`config.mk`:
```
export PLATFORM = sky130hd
export DESIGN_NAME = lives_hud_controller
export DESIGN_NICKNAME = d
export VERILOG_FILES = /design/src/rtl/lives_hud_controller.sv
export SDC_FILE = /design/constraint.sdc
export NUM_CORES = 1
export LEC_CHECK = 0
export ABC_CLOCK_PERIOD_IN_PS = 2550
export CAP_MARGIN = 20
export CORE_MARGIN = 8
export CORE_UTILIZATION = 44
export DETAILED_ROUTE_END_ITERATION = 7
export PLACE_DENSITY = 0.8
export SLEW_MARGIN = 20
export SYNTH_ARGS = -nofsm -noshare
export SYNTH_HDL_FRONTEND = slang
export SYNTH_SLANG_ARGS = --single-unit
```
`constraint.sdc`:
```
create_clock -name clk -period 2.55 [get_ports clk]
set_input_delay 0.51 -clock clk [delete_from_list [all_inputs] [get_ports clk]]
set_output_delay 0.51 -clock clk [all_outputs]
set_load 0.005 [all_outputs]
```
`src/rtl/lives_hud_controller.sv`:
```
// Lives counter with hit invulnerability and a row of heart slots drawn at the top-left HUD area.
// Heart geometry is combinational; the bitmap ROM downstream provides the pipeline stage.
module lives_hud_controller #(
   parameter int HUD_X         = 16,
   parameter int HUD_Y         = 8,
   parameter int INIT_LIVES    = 3,
   parameter int MAX_LIVES     = 5,
   parameter int INVULN_FRAMES = 90,
   parameter int BLINK_BIT     = 3
) (
   input  logic        clk,
   input  logic        resetN,
   input  logic [10:0] pixelX,
   input  logic [10:0] pixelY,
   input  logic        startOfFrame,
   input  logic        playerHit,
   input  logic        extraLife,
   input  logic        newGame,
   output logic [10:0] offsetX,
   output logic [10:0] offsetY,
   output logic        InsideRectangle,
   output logic [2:0]  livesCount,
   output logic        gameOver,
   output logic        invulnerable
);

   typedef enum logic [1:0] {
      PLAYING   = 2'd0,
      INVULN    = 2'd1,
      GAME_OVER = 2'd2
   } state_t;

   localparam logic [10:0] HUD_X_C   = 11'(HUD_X);
   localparam logic [10:0] HUD_Y_C   = 11'(HUD_Y);
   localparam logic [11:0] HUD_Y_END = 12'(HUD_Y + 32);
   localparam logic [2:0]  INIT_C    = 3'(INIT_LIVES);
   localparam logic [2:0]  MAX_C     = 3'(MAX_LIVES);
   localparam logic [7:0]  INV_C     = 8'(INVULN_FRAMES);

   state_t      state_q, state_d;
   logic [2:0]  lives_q, lives_d;
   logic [7:0]  inv_cnt_q, inv_cnt_d;
   logic        hit_d_q;
   logic        hit_ev;

   assign hit_ev = playerHit & ~hit_d_q;

   always_ff @(posedge clk or negedge resetN) begin
      if (!resetN) begin
         state_q   <= PLAYING;
         lives_q   <= INIT_C;
         inv_cnt_q <= 8'd0;
         hit_d_q   <= 1'b0;
      end else begin
         state_q   <= state_d;
         lives_q   <= lives_d;
         inv_cnt_q <= inv_cnt_d;
         hit_d_q   <= playerHit;
      end
   end

   always_comb begin
      state_d   = state_q;
      lives_d   = lives_q;
      inv_cnt_d = inv_cnt_q;
      if (newGame) begin
         state_d   = PLAYING;
         lives_d   = INIT_C;
         inv_cnt_d = 8'd0;
      end else begin
         case (state_q)
            PLAYING: begin
               if (hit_ev && extraLife) begin
                  // Simultaneous hit and bonus cancel out, but the hit still grants invulnerability.
                  state_d   = INVULN;
                  inv_cnt_d = INV_C;
               end else if (hit_ev) begin
                  if (lives_q <= 3'd1) begin
                     state_d = GAME_OVER;
                     lives_d = 3'd0;
                  end else begin
                     state_d   = INVULN;
                     lives_d   = lives_q - 3'd1;
                     inv_cnt_d = INV_C;
                  end
               end else if (extraLife && (lives_q < MAX_C)) begin
                  lives_d = lives_q + 3'd1;
               end
            end
            INVULN: begin
               if (extraLife && (lives_q < MAX_C)) lives_d = lives_q + 3'd1;
               if (startOfFrame) begin
                  if (inv_cnt_q <= 8'd1) begin
                     state_d   = PLAYING;
                     inv_cnt_d = 8'd0;
                  end else begin
                     inv_cnt_d = inv_cnt_q - 8'd1;
                  end
               end
            end
            GAME_OVER: begin
               lives_d = 3'd0;
            end
            default: begin
               state_d   = PLAYING;
               lives_d   = INIT_C;
               inv_cnt_d = 8'd0;
            end
         endcase
      end
   end

   logic [10:0] rel_x, rel_y;
   logic [5:0]  slot;
   logic        blank;
   logic        in_x, in_y;

   assign rel_x = pixelX - HUD_X_C;
   assign rel_y = pixelY - HUD_Y_C;
   assign slot  = rel_x[10:5];
   assign blank = (state_q == INVULN) && inv_cnt_q[BLINK_BIT];
   assign in_x  = (pixelX >= HUD_X_C) && ({3'b000, slot} < {6'b000000, lives_q});
   assign in_y  = (pixelY >= HUD_Y_C) && ({1'b0, pixelY} < HUD_Y_END);

   assign offsetX         = {6'b000000, rel_x[4:0]};
   assign offsetY         = {6'b000000, rel_y[4:0]};
   assign InsideRectangle = in_x && in_y && !blank;
   assign livesCount      = lives_q;
   assign gameOver        = (state_q == GAME_OVER);
   assign invulnerable    = (state_q == INVULN);

endmodule

```
==> impl_metrics.csv, run 1 <==
group,metric,value,unit
timing,tns,-79.6,ps
placed_design,place_ws,-949,ps
drt,vias_per_cell,5.75,
placed_design,io_buffers,35,
setup_path,endpoint,"InsideRectangle",
cts,ctsRootBufferMaster,"clkbuf_4",
pwr,vdd_drop_max,566,µV
drt,dr_wl_met3,363,µm
floorplan,die_area,5260,µm²
drt,routed_wl,4110,µm
status,status,"complete, but fails checks",
floorplan,fp.dieW,72.6,µm
cts,cts_buffers,3,
cts,cts.path.max_buffers,2,
cts,path_clk_slew,90,ps
timing,rsz0062_at_grt,"yes",
job,drv_cap,0,
cts,htree_levels,1,
logic_synthesis,async_flop_share,100,%
setup_path,r2r_start,"inv_cnt_q[0]",
drt,wl_met2,2030,µm
logic_synthesis,synth-simple-area-share,22.3,%
setup_path,r2r_setup_slack,360,ps
timing,period_needed,2630,ps
setup_path,startpoint,"pixelX[6]",
floorplan,io_pins,56,
drt,top_layer_used,"met4",
global_routing,grt_pass1_wl,6870,µm
global_routing,grt-ovfl-total,0,
placed_design,gp_congestion,0.943,
drt,dr_total_vias,1465,
logic_synthesis,synth_top_area_share,21.3,%
setup_path,endpoint_kind,"output pin",
setup_path,arrival,2120,ps
pwr,powerDensity,825,nW/µm²
setup_path,crit_type,"primary input to output pin",
logic_synthesis,synth_edf_count,0,
cts,ctsHoldBuffers,0,
finish,area_delta_synth_final,33.3,%
finish,num_antenna_cells,0,
setup_path,reg2reg_depth,6,
global_routing,grt_pass1_vias,1501,
timing,setup_ws,-79.6,ps
drt,ant_nets,0,
logic_synthesis,yosys.area_share.adder,8.00,%
floorplan,die_h,72.6,µm
timing,finalSetupViolations,1,
drt,drt-pass1-iter-count,4,
logic_synthesis,yosysWarningCount,0,
drt,post_drt_wl_per_cell,16.1,µm
logic_synthesis,synth_ff_type,"dfrtp_1",
timing,max_freq,380,MHz
drt,initialDrtViolationCount,101,
floorplan,start_util,46.1,%
pwr,leakage,0.845,nW
logic_synthesis,yosys.area.top_type,"dfrtp_1",
logic_synthesis,syn-cell-area,1410,µm²
placed_design,dp_hpwl,3260,µm
setup_path,worstPathMaxFanout,2,
setup_path,crit_path_start_kind,"primary input",
logic_synthesis,muxShareOfSynthArea,1.42,%
timing,tightest_slew,702,ps
global_routing,grt_usage,15.7,%
placed_design,dpl_cell_area,1820,µm²
floorplan,rows,20,
timing,fin_crit_sh,103,%
logic_synthesis,synth_cell_types,59,
logic_synthesis,synth_xor_xnor_area_share,1.24,%
timing,fin_worst_skew,5.52,ps
logic_synthesis,ys_seq_area_share,25.1,%
setup_path,timing.rr.end,"inv_cnt_q[5]",
timing,maxSlewHeadroom,52.8,%
drt,drc_errors,0,
logic_synthesis,synth_cells,165,
logic_synthesis,synth_compound_area_share,25.6,%
finish,fin_nets,249,
logic_synthesis,ys_ff_latch,14,
cts,cts.sinks,14,
floorplan,core_area,3050,µm²
global_routing,antenna_found_initial,0,
finish,drive_gt1_share,18.5,%
status,violations,"setup timing",
global_routing,grt_max_degree,18,
worst_hold_path,hold_class,"flop to flop",
cts,clock_latency,280,ps
logic_synthesis,synth_top_family_by_area,"compound AO/OA/AOI/OAI gates",
setup_path,cp_data_required_time,2040,ps
drt,drt-met1-wl,1670,µm
timing,hold_violations,0,
finish,finish.instance_area,1880,µm²
finish,fillers,276,
timing,final_max_slew_viol_count,0,
logic_synthesis,synthTopCellsByArea,"dfrtp_1, buf_4, ha_1, dfstp_2, inv_1",
logic_synthesis,avgSynthCellArea,8.53,µm²
cts,cts_tree,"built",
[final cells by class]
cell class | instances | area, µm² | share of cell area, %
Inverter | 14 | 52.6 | 2.80
Timing Repair Buffer | 56 | 500 | 26.7
Clock buffer | 4 | 26.3 | 1.40
Sequential cell | 14 | 353 | 18.8
Multi-Input combinational cell | 123 | 890 | 47.4
Tap cell | 44 | 55.1 | 2.93
[how the worst min path moves through the flow]
stage | from | to | slack (ps) | cells past startpoint
2_1_floorplan | resetN | hit_d_q | 210 | 0
3_3_place_gp | inv_cnt_q[7] | inv_cnt_q[7] | 500 | 1
3_5_place_dp | inv_cnt_q[7] | inv_cnt_q[7] | 500 | 1
4_1_cts | inv_cnt_q[7] | inv_cnt_q[7] | 520 | 1
5_1_grt | inv_cnt_q[7] | inv_cnt_q[7] | 550 | 1
6_report | inv_cnt_q[7] | inv_cnt_q[7] | 520 | 1
[power breakdown]
part	total, W	switching [W]	internal (W)
logic	0.00102	0.000542	0.000483
registers	0.000387	0.0000789	0.000308
clock network	0.000137	0.0000760	0.0000607
[critical path, cell delays in order]
cell       delay [ps]
buf_6              90
or3_4             400
xnor2_2           150
ha_2              180
nor3_2            110
o2111ai_1         120
a221oi_1          210
and4b_1           220
buf_2             120
[state kept, by name, indices dropped and copies added (netlist names)]
register and count:
hit_d_q 1, livesCount 3, inv_cnt_q 8, state_q 2
[cells in the final DEF (no fill, tap or decap), types with 3 or more instances in the layout]
| cell type | Yosys | routed |
|---|---|---|
| nand2_1 | 6 | 6 |
| buf_4 | 19 | 21 |
| a22o_1 | 3 | 3 |
| nand3_1 | 4 | 4 |
| o311ai_1 | 4 | 4 |
| inv_1 | 13 | 13 |
| nand2b_1 | 3 | 3 |
| dfrtp_1 | 12 | 12 |
| clkbuf_4 | 0 | 3 |
| o211ai_1 | 3 | 3 |
| and3b_1 | 3 | 3 |
| clkdlybuf4s50_1 | 0 | 31 |
| ha_1 | 9 | 8 |
| o22ai_1 | 5 | 5 |
| conb_1 | 1 | 12 |
| nor3_1 | 9 | 8 |
| o21ai_0 | 6 | 6 |
| nor2_1 | 4 | 4 |
| a21oi_1 | 5 | 5 |
[stage by stage]
step | cells | utilization (%) | hold WS, ps | power, W
after floorplan | 176 | - | 214 | 0.00104
after global placement | 249 | 59.7 | 497 | 0.00133
after detailed placement | 249 | 59.7 | 497 | 0.00139
after global routing | 255 | 61.5 | 550 | 0.00167
after CTS | 255 | 61.5 | 523 | 0.00153
final | 255 | 61.5 | 523 | 0.00155
[logic make-up (layout without fill, tap and decap cells)]
family,after synthesis,in the layout
AOI/OAI and AO/OA,48,48
xor gates and xnor gates,2,2
adders and majority gates,9,9
buffers and inverters,39,74
DFF,14,14
muxes,2,2
other,1,12
and+or+nand+nor,50,50
[routing by layer]
layer	up-vias	global-route usage [%]
li1	689	-
met1	687	17.3
met2	80	28.3
met3	9	3.58
met4	0	6.22
met5	-	0
[cell usage after synthesis (all sizes together), types with 2 or more instances]
| cell type | n |
|---|---|
| nand2b | 4 |
| nor2 | 4 |
| o311a | 2 |
| mux2i | 2 |
| o211ai | 3 |
| nor3 | 10 |
| nand3 | 4 |
| or2 | 2 |
| o41ai | 2 |
| inv | 14 |
| buf | 21 |
| a221oi | 2 |
| o311ai | 4 |
| o22ai | 5 |
| dfstp | 2 |
| or4b | 2 |
| a22o | 3 |
| and3b | 3 |
| o32ai | 2 |
| nand2 | 6 |
| a21oi | 5 |
| dfrtp | 12 |
| nor3b | 2 |
| clkbuf | 4 |
| ha | 9 |
| o2bb2ai | 2 |
| o21ai | 7 |
| or3 | 3 |
[what timing repair did]
item	CTS	global route
pin swaps	5	0
setup endpoints to repair	1	1
setup buffers	2	0
resized for setup	22	0
Power figures use the tool's default switching activity.
==> run 2, diff against run 1 <==
--- a/config.mk
+++ b/config.mk
@@ -8,9 +8,10 @@
 export ABC_CLOCK_PERIOD_IN_PS = 2550
 export CAP_MARGIN = 20
 export CORE_MARGIN = 8
-export CORE_UTILIZATION = 44
+export CORE_UTILIZATION = 36
+export CTS_BUF_LIST = sky130_fd_sc_hd__clkbuf_2 sky130_fd_sc_hd__clkbuf_4 sky130_fd_sc_hd__clkbuf_8
 export DETAILED_ROUTE_END_ITERATION = 7
-export PLACE_DENSITY = 0.8
+export PLACE_DENSITY = 0.67
 export SLEW_MARGIN = 20
 export SYNTH_ARGS = -nofsm -noshare
 export SYNTH_HDL_FRONTEND = slang
==> run 2 against run 1 <==
  * The flow still finishes with violations (setup timing)
  * Largest cell class unchanged
  * Non-clock buffer count fell by 3
  * Cell count rose by 0.39%
  * Sequential share of layout area fell by 0.10 points
  * Via count fell by 2.7%
  * Critical path depth did not move
  * Clock skew barely moved
  * Utilization fell by 11 points
  * Critical endpoint unchanged
  * Combinational power barely moved
  * Flip-flop and latch count did not move
==> impl_metrics.csv, run 2 (synthesized netlist as in run 1, its figures left out) <==
group,metric,value,unit
status,status,"complete, but fails checks",
status,violations,"setup timing",
drt,vias_per_cell,5.57,
finish,final_common_cell,"clkdlybuf4s50_1",
floorplan,rows,22,
placed_design,dp_hpwl,3030,µm
global_routing,grt-ovfl-total,0,
setup_path,max_stage_delay,390,ps
cts,clock_latency,250,ps
floorplan,die_h,78.5,µm
setup_path,reg2reg_depth,6,
timing,period_needed,2620,ps
cts,cts_buffers,3,
global_routing,met2_usage,22.5,%
job,drv_cap,0,
timing,fin_worst_skew,5.18,ps
global_routing,antenna_found_initial,0,
setup_path,crit_type,"primary input to output pin",
floorplan,core_area,3720,µm²
setup_path,cp_slowest_cell,"or3_4",
floorplan,fp.dieW,78.5,µm
worst_hold_path,hold_end,"inv_cnt_q[7]",
placed_design,io_buffers,35,
cts,cts.path.max_buffers,2,
drt,ant_nets,0,
cts,ctsRootBufferMaster,"clkbuf_8",
timing,holdWs,521,ps
worst_hold_path,hold_class,"flop to flop",
cts,ctsHoldBuffers,0,
timing,rsz0062_at_grt,"yes",
timing,max_freq,382,MHz
setup_path,worstPathMaxFanout,2,
finish,area_delta_synth_final,34.0,%
global_routing,grt_usage,12.3,%
cts,cts.sinks,14,
timing,fin_crit_sh,103,%
timing,final_max_slew_viol_count,0,
setup_path,r2r_start,"inv_cnt_q[0]",
finish,fin_nets,246,
finish,num_antenna_cells,0,
global_routing,grt_pass1_vias,1441,
setup_path,crit_family,"simple AND/OR/NAND/NOR gates",
timing,maxSlewHeadroom,56.3,%
global_routing,grt_pass1_wl,6520,µm
drt,initialDrtViolationCount,96,
pwr,powerDensity,856,nW/µm²
cts,cts_tree,"built",
drt,dr_total_vias,1425,
global_routing,grt_util_met3,2.73,%
finish,top_register,"inv_cnt_q",
cts,path_clk_slew,60,ps
finish,largest_register_ffs,8,
finish,drive_gt1_share,17.8,%
drt,post_drt_wl_per_cell,15.2,µm
global_routing,grt_max_degree,18,
cts,cts_setup_buffers,0,
setup_path,endpoint_kind,"output pin",
pwr,power,0.00162,W
drt,drt-pass1-iter-count,4,
pwr,leakage,0.847,nW
global_routing,top_usage_layer,"met2",
timing,finalSetupViolations,1,
setup_path,worst-path-buf-inv,2,
worst_hold_path,whs_path_depth,1,
setup_path,timing.rr.end,"inv_cnt_q[5]",
worst_hold_path,min_from,"inv_cnt_q[7]",
setup_path,arrival,2110,ps
global_routing,grt_use_met1,14.2,%
setup_path,r2r_setup_slack,360,ps
finish,final_cell_mix,"clkdlybuf4s50_1, buf_4, inv_1",
setup_path,crit_path_start_kind,"primary input",
placed_design,gp_congestion,0.862,
timing,hold_violations,0,
drt,drc_errors,0,
floorplan,io_pins,56,
floorplan,die_area,6170,µm²
timing,setup_ws,-69.2,ps
setup_path,crit_chain,"buf_6 > or3_4 > xnor2_2 > ha_2 > nor3_2 > o2111ai_1 > a221oi_1 > and4b_1 > buf_2",
setup_path,cp_data_required_time,2040,ps
pwr,vdd_drop_max,533,µV
setup_path,crit_cells,9,
cts,htree_levels,1,
drt,routed_wl,3890,µm
floorplan,start_util,37.9,%
timing,tightest_slew,654,ps
## run 2: cell count changes in the layout (fill, tap and decap cells not counted)
| cell | before | now |
|---|---|---|
| clkbuf_1 | 1 | 0 |
| clkdlybuf4s50_1 | 31 | 30 |
| clkbuf_8 | 0 | 4 |
| dlygate4sd2_1 | 0 | 1 |
| clkbuf_4 | 3 | 0 |
| buf_4 | 21 | 18 |
## run 2: layout make-up
class                      count  area (µm²)
clock buffer                   4        55.1
fill                         351        1830
inverter                      14        52.6
multi-input combinational    123         890
sequential                    14         353
tap                           48        60.1
timing repair buffer          53         477
## run 2: power breakdown
group / internal [W] / total (W) / switching, W
Combinational: 0.000482 / 0.00102 / 0.000533
Clock: 0.000137 / 0.000220 / 0.0000828
Sequential: 0.000309 / 0.000381 / 0.0000724
## run 2: worst reg2reg max path, stage by stage, from the launching register on
cell	delay, ps
dfrtp_1	390
inv_1	90
ha_1	280
or2_1	310
a311o_1	340
or4b_1	560
mux2i_1	150
## run 2: how the worst max path moves through the flow
stage                    from              end  slack, ps
CTS                 pixelX[4]  InsideRectangle        -60
floorplan           pixelX[5]  InsideRectangle        140
detailed placement  pixelX[5]  InsideRectangle       -870
global route        pixelX[4]  InsideRectangle       -120
global placement    pixelX[5]  InsideRectangle       -820
finish              pixelX[4]  InsideRectangle        -70
## run 2: per-stage QoR
step           util [%]  worst slack [ps]  instances  area, µm²  TNS, ps
2_1_floorplan         -               137        176       1450        0
3_3_place_gp       49.0              -823        252       1820     -823
3_5_place_dp       49.0              -872        252       1820     -872
4_1_cts            50.6             -59.4        256       1880    -59.4
5_1_grt            50.8              -123        256       1890     -123
6_report           50.8             -69.2        256       1890    -69.2
## run 2: timing repair
action,CTS,global route
pin swaps,5,1
gates resized for setup,22,1
endpoints found under the setup margin,1,1
## run 2: per-layer routing
metal,up-vias,wire length (µm)
li1,689,-
met1,678,1620
met2,56,2020
met3,2,246
met4,0,12
met5,-,0
==> run 3, diff against run 2 <==
--- a/config.mk
+++ b/config.mk
@@ -5,13 +5,15 @@
 export SDC_FILE = /design/constraint.sdc
 export NUM_CORES = 1
 export LEC_CHECK = 0
-export ABC_CLOCK_PERIOD_IN_PS = 2550
+export ABC_CLOCK_PERIOD_IN_PS = 3100
 export CAP_MARGIN = 20
+export CELL_PAD_IN_SITES_DETAIL_PLACEMENT = 1
+export CELL_PAD_IN_SITES_GLOBAL_PLACEMENT = 2
 export CORE_MARGIN = 8
-export CORE_UTILIZATION = 36
+export CORE_UTILIZATION = 27
 export CTS_BUF_LIST = sky130_fd_sc_hd__clkbuf_2 sky130_fd_sc_hd__clkbuf_4 sky130_fd_sc_hd__clkbuf_8
 export DETAILED_ROUTE_END_ITERATION = 7
-export PLACE_DENSITY = 0.67
+export PLACE_DENSITY = 0.87
 export SLEW_MARGIN = 20
 export SYNTH_ARGS = -nofsm -noshare
 export SYNTH_HDL_FRONTEND = slang
==> constraint.sdc (replaced) <==
create_clock -name clk -period 3.1 [get_ports clk]
set_input_delay 0.62 -clock clk [delete_from_list [all_inputs] [get_ports clk]]
set_output_delay 0.62 -clock clk [all_outputs]
set_load 0.005 [all_outputs]
==> run 3 against run 2 <==
  * The run now ends clean
  * Combinational power decreased by 22%
  * Global-route usage decreased by 0.28 points
  * First-iteration DRC count decreased by 32%
  * Clock power decreased by 30%
  * Critical path depth unchanged
  * Non-clock buffer count decreased by 3
  * Setup slack improved by 230 ps
  * Sequential power decreased by 14%
  * Flip-flop and latch count unchanged
  * Power decreased by 21%
  * Cell count increased by 7.0%
  * Largest power group unchanged
==> impl_metrics.csv, run 3 (synthesized netlist as in run 1, its figures left out) <==
group,metric,value,unit
status,status,"finished, final reports clean",
setup_path,startpoint,"pixelX[5]",
setup_path,crit_family,"simple AND/OR/NAND/NOR gates",
global_routing,grt_usage,12.0,%
setup_path,endpoint,"InsideRectangle",
cts,htree_levels,1,
floorplan,fp.dieW,88.2,µm
cts,cts_tree,"built",
cts,cts_setup_buffers,0,
drt,drc_errors,0,
setup_path,r2r_start,"livesCount[1]",
worst_hold_path,whs_path_depth,1,
setup_path,endpoint_kind,"output pin",
global_routing,grt_pass1_wl,7360,µm
floorplan,start_util,27.7,%
setup_path,max_stage_delay,400,ps
cts,cts.sinks,14,
cts,ctsHoldBuffers,0,
drt,drt-pass1-iter-count,4,
finish,largest_register_ffs,8,
drt,dr_total_vias,1382,
finish,num_antenna_cells,0,
finish,area_delta_synth_final,33.2,%
setup_path,cp_data_required_time,2480,ps
cts,cts_buffers,3,
setup_path,timing.rr.end,"inv_cnt_q[7]",
timing,tightest_slew,691,ps
timing,maxSlewHeadroom,53.8,%
pwr,powerDensity,683,nW/µm²
placed_design,place_ws,-594,ps
placed_design,gp_congestion,0.758,
floorplan,core_area,5070,µm²
finish,final_cell_mix,"clkdlybuf4s50_1, buf_4, inv_1",
cts,path_clk_slew,60,ps
setup_path,worst-path-buf-inv,2,
drt,post_drt_wl_per_cell,16.5,µm
setup_path,worstPathMaxFanout,2,
finish,top_register,"inv_cnt_q",
pwr,leakage,0.831,nW
cts,clock_latency,250,ps
timing,finalSetupViolations,0,
timing,setup_ws,157,ps
cts,ctsRootBufferMaster,"clkbuf_8",
timing,period_needed,2940,ps
setup_path,crit_type,"primary input to output pin",
timing,max_freq,340,MHz
cts,cts.path.max_buffers,2,
setup_path,cp_slowest_cell,"or3_4",
setup_path,crit_path_start_kind,"primary input",
drt,ant_nets,0,
setup_path,r2r_setup_slack,850,ps
finish,fin_nets,243,
pwr,power,0.00128,W
drt,initialDrtViolationCount,65,
drt,routed_wl,4530,µm
timing,fin_worst_skew,6.47,ps
setup_path,crit_chain,"buf_6 > or3_4 > xnor2_2 > ha_2 > nor3_2 > o2111ai_1 > a221oi_1 > and4b_1 > buf_2",
global_routing,antenna_found_initial,0,
global_routing,grt_pass1_vias,1461,
floorplan,die_area,7780,µm²
timing,rsz0062_at_grt,"no",
placed_design,dp_hpwl,3640,µm
timing,hold_violations,0,
floorplan,rows,26,
timing,final_max_slew_viol_count,0,
floorplan,io_pins,56,
placed_design,io_buffers,35,
setup_path,arrival,2320,ps
worst_hold_path,hold_class,"flop to flop",
pwr,vdd_drop_max,262,µV
job,drv_cap,0,
finish,final_common_cell,"clkdlybuf4s50_1",
global_routing,grt_max_degree,18,
floorplan,die_h,88.2,µm
drt,vias_per_cell,5.04,
global_routing,grt-ovfl-total,0,
finish,drive_gt1_share,16.2,%
setup_path,crit_cells,9,
timing,fin_crit_sh,94.9,%
setup_path,reg2reg_depth,6,
-- run 3: area by class of cell --
| cell class | count | area (µm²) |
|---|---|---|
| Clock buffer | 3 | 41.3 |
| Sequential cell | 14 | 353 |
| Fill cell | 610 | 3200 |
| Tap cell | 70 | 87.6 |
| Timing Repair Buffer | 50 | 452 |
| Multi-Input combinational cell | 123 | 890 |
| Inverter | 14 | 52.6 |
-- run 3: worst min path at each step --
stage,from,endpoint,slack (ps)
after floorplan,resetN,hit_d_q,320
after global placement,inv_cnt_q[7],inv_cnt_q[7],500
after detailed placement,inv_cnt_q[5],inv_cnt_q[5],520
after CTS,inv_cnt_q[5],inv_cnt_q[5],530
after global routing,inv_cnt_q[5],inv_cnt_q[5],550
final,inv_cnt_q[5],inv_cnt_q[5],530
-- run 3: layer usage --
| metal | up-vias | track usage (%) | wire length [µm] |
|---|---|---|---|
| li1 | 676 | - | - |
| met1 | 665 | 14.8 | 2100 |
| met2 | 37 | 20.0 | 2220 |
| met3 | 4 | 1.88 | 155 |
| met4 | 0 | 5.38 | 56 |
| met5 | - | 0 | 0 |
-- run 3: through the flow --
step                hold WS (ps)  cell area, µm²  TNS [ps]  cells  util [%]
floorplan                    324            1450         0    176         -
detailed placement           523            1830      -594    271      36.0
global placement             504            1830      -498    271      36.0
CTS                          533            1880         0    274      37.0
finish                       528            1880         0    274      37.0
global route                 550            1880         0    274      37.0
-- run 3: what timing repair did --
action / CTS / global route
setup endpoints to repair: 1 / 1
pin swaps: 3 / 5
resized for setup: 11 / 8
-- run 3: worst reg2reg max path, stage by stage, from the launching register on --
cell and delay (ps):
dfstp_2 590, inv_1 90, ha_1 180, o21ba_2 270, or4b_1 320, or4b_1 520, o2bb2ai_1 190
-- run 3: power breakdown --
group          internal, W  switching (W)
clock            0.0000861      0.0000691
combinational     0.000369       0.000429
sequential        0.000255      0.0000727
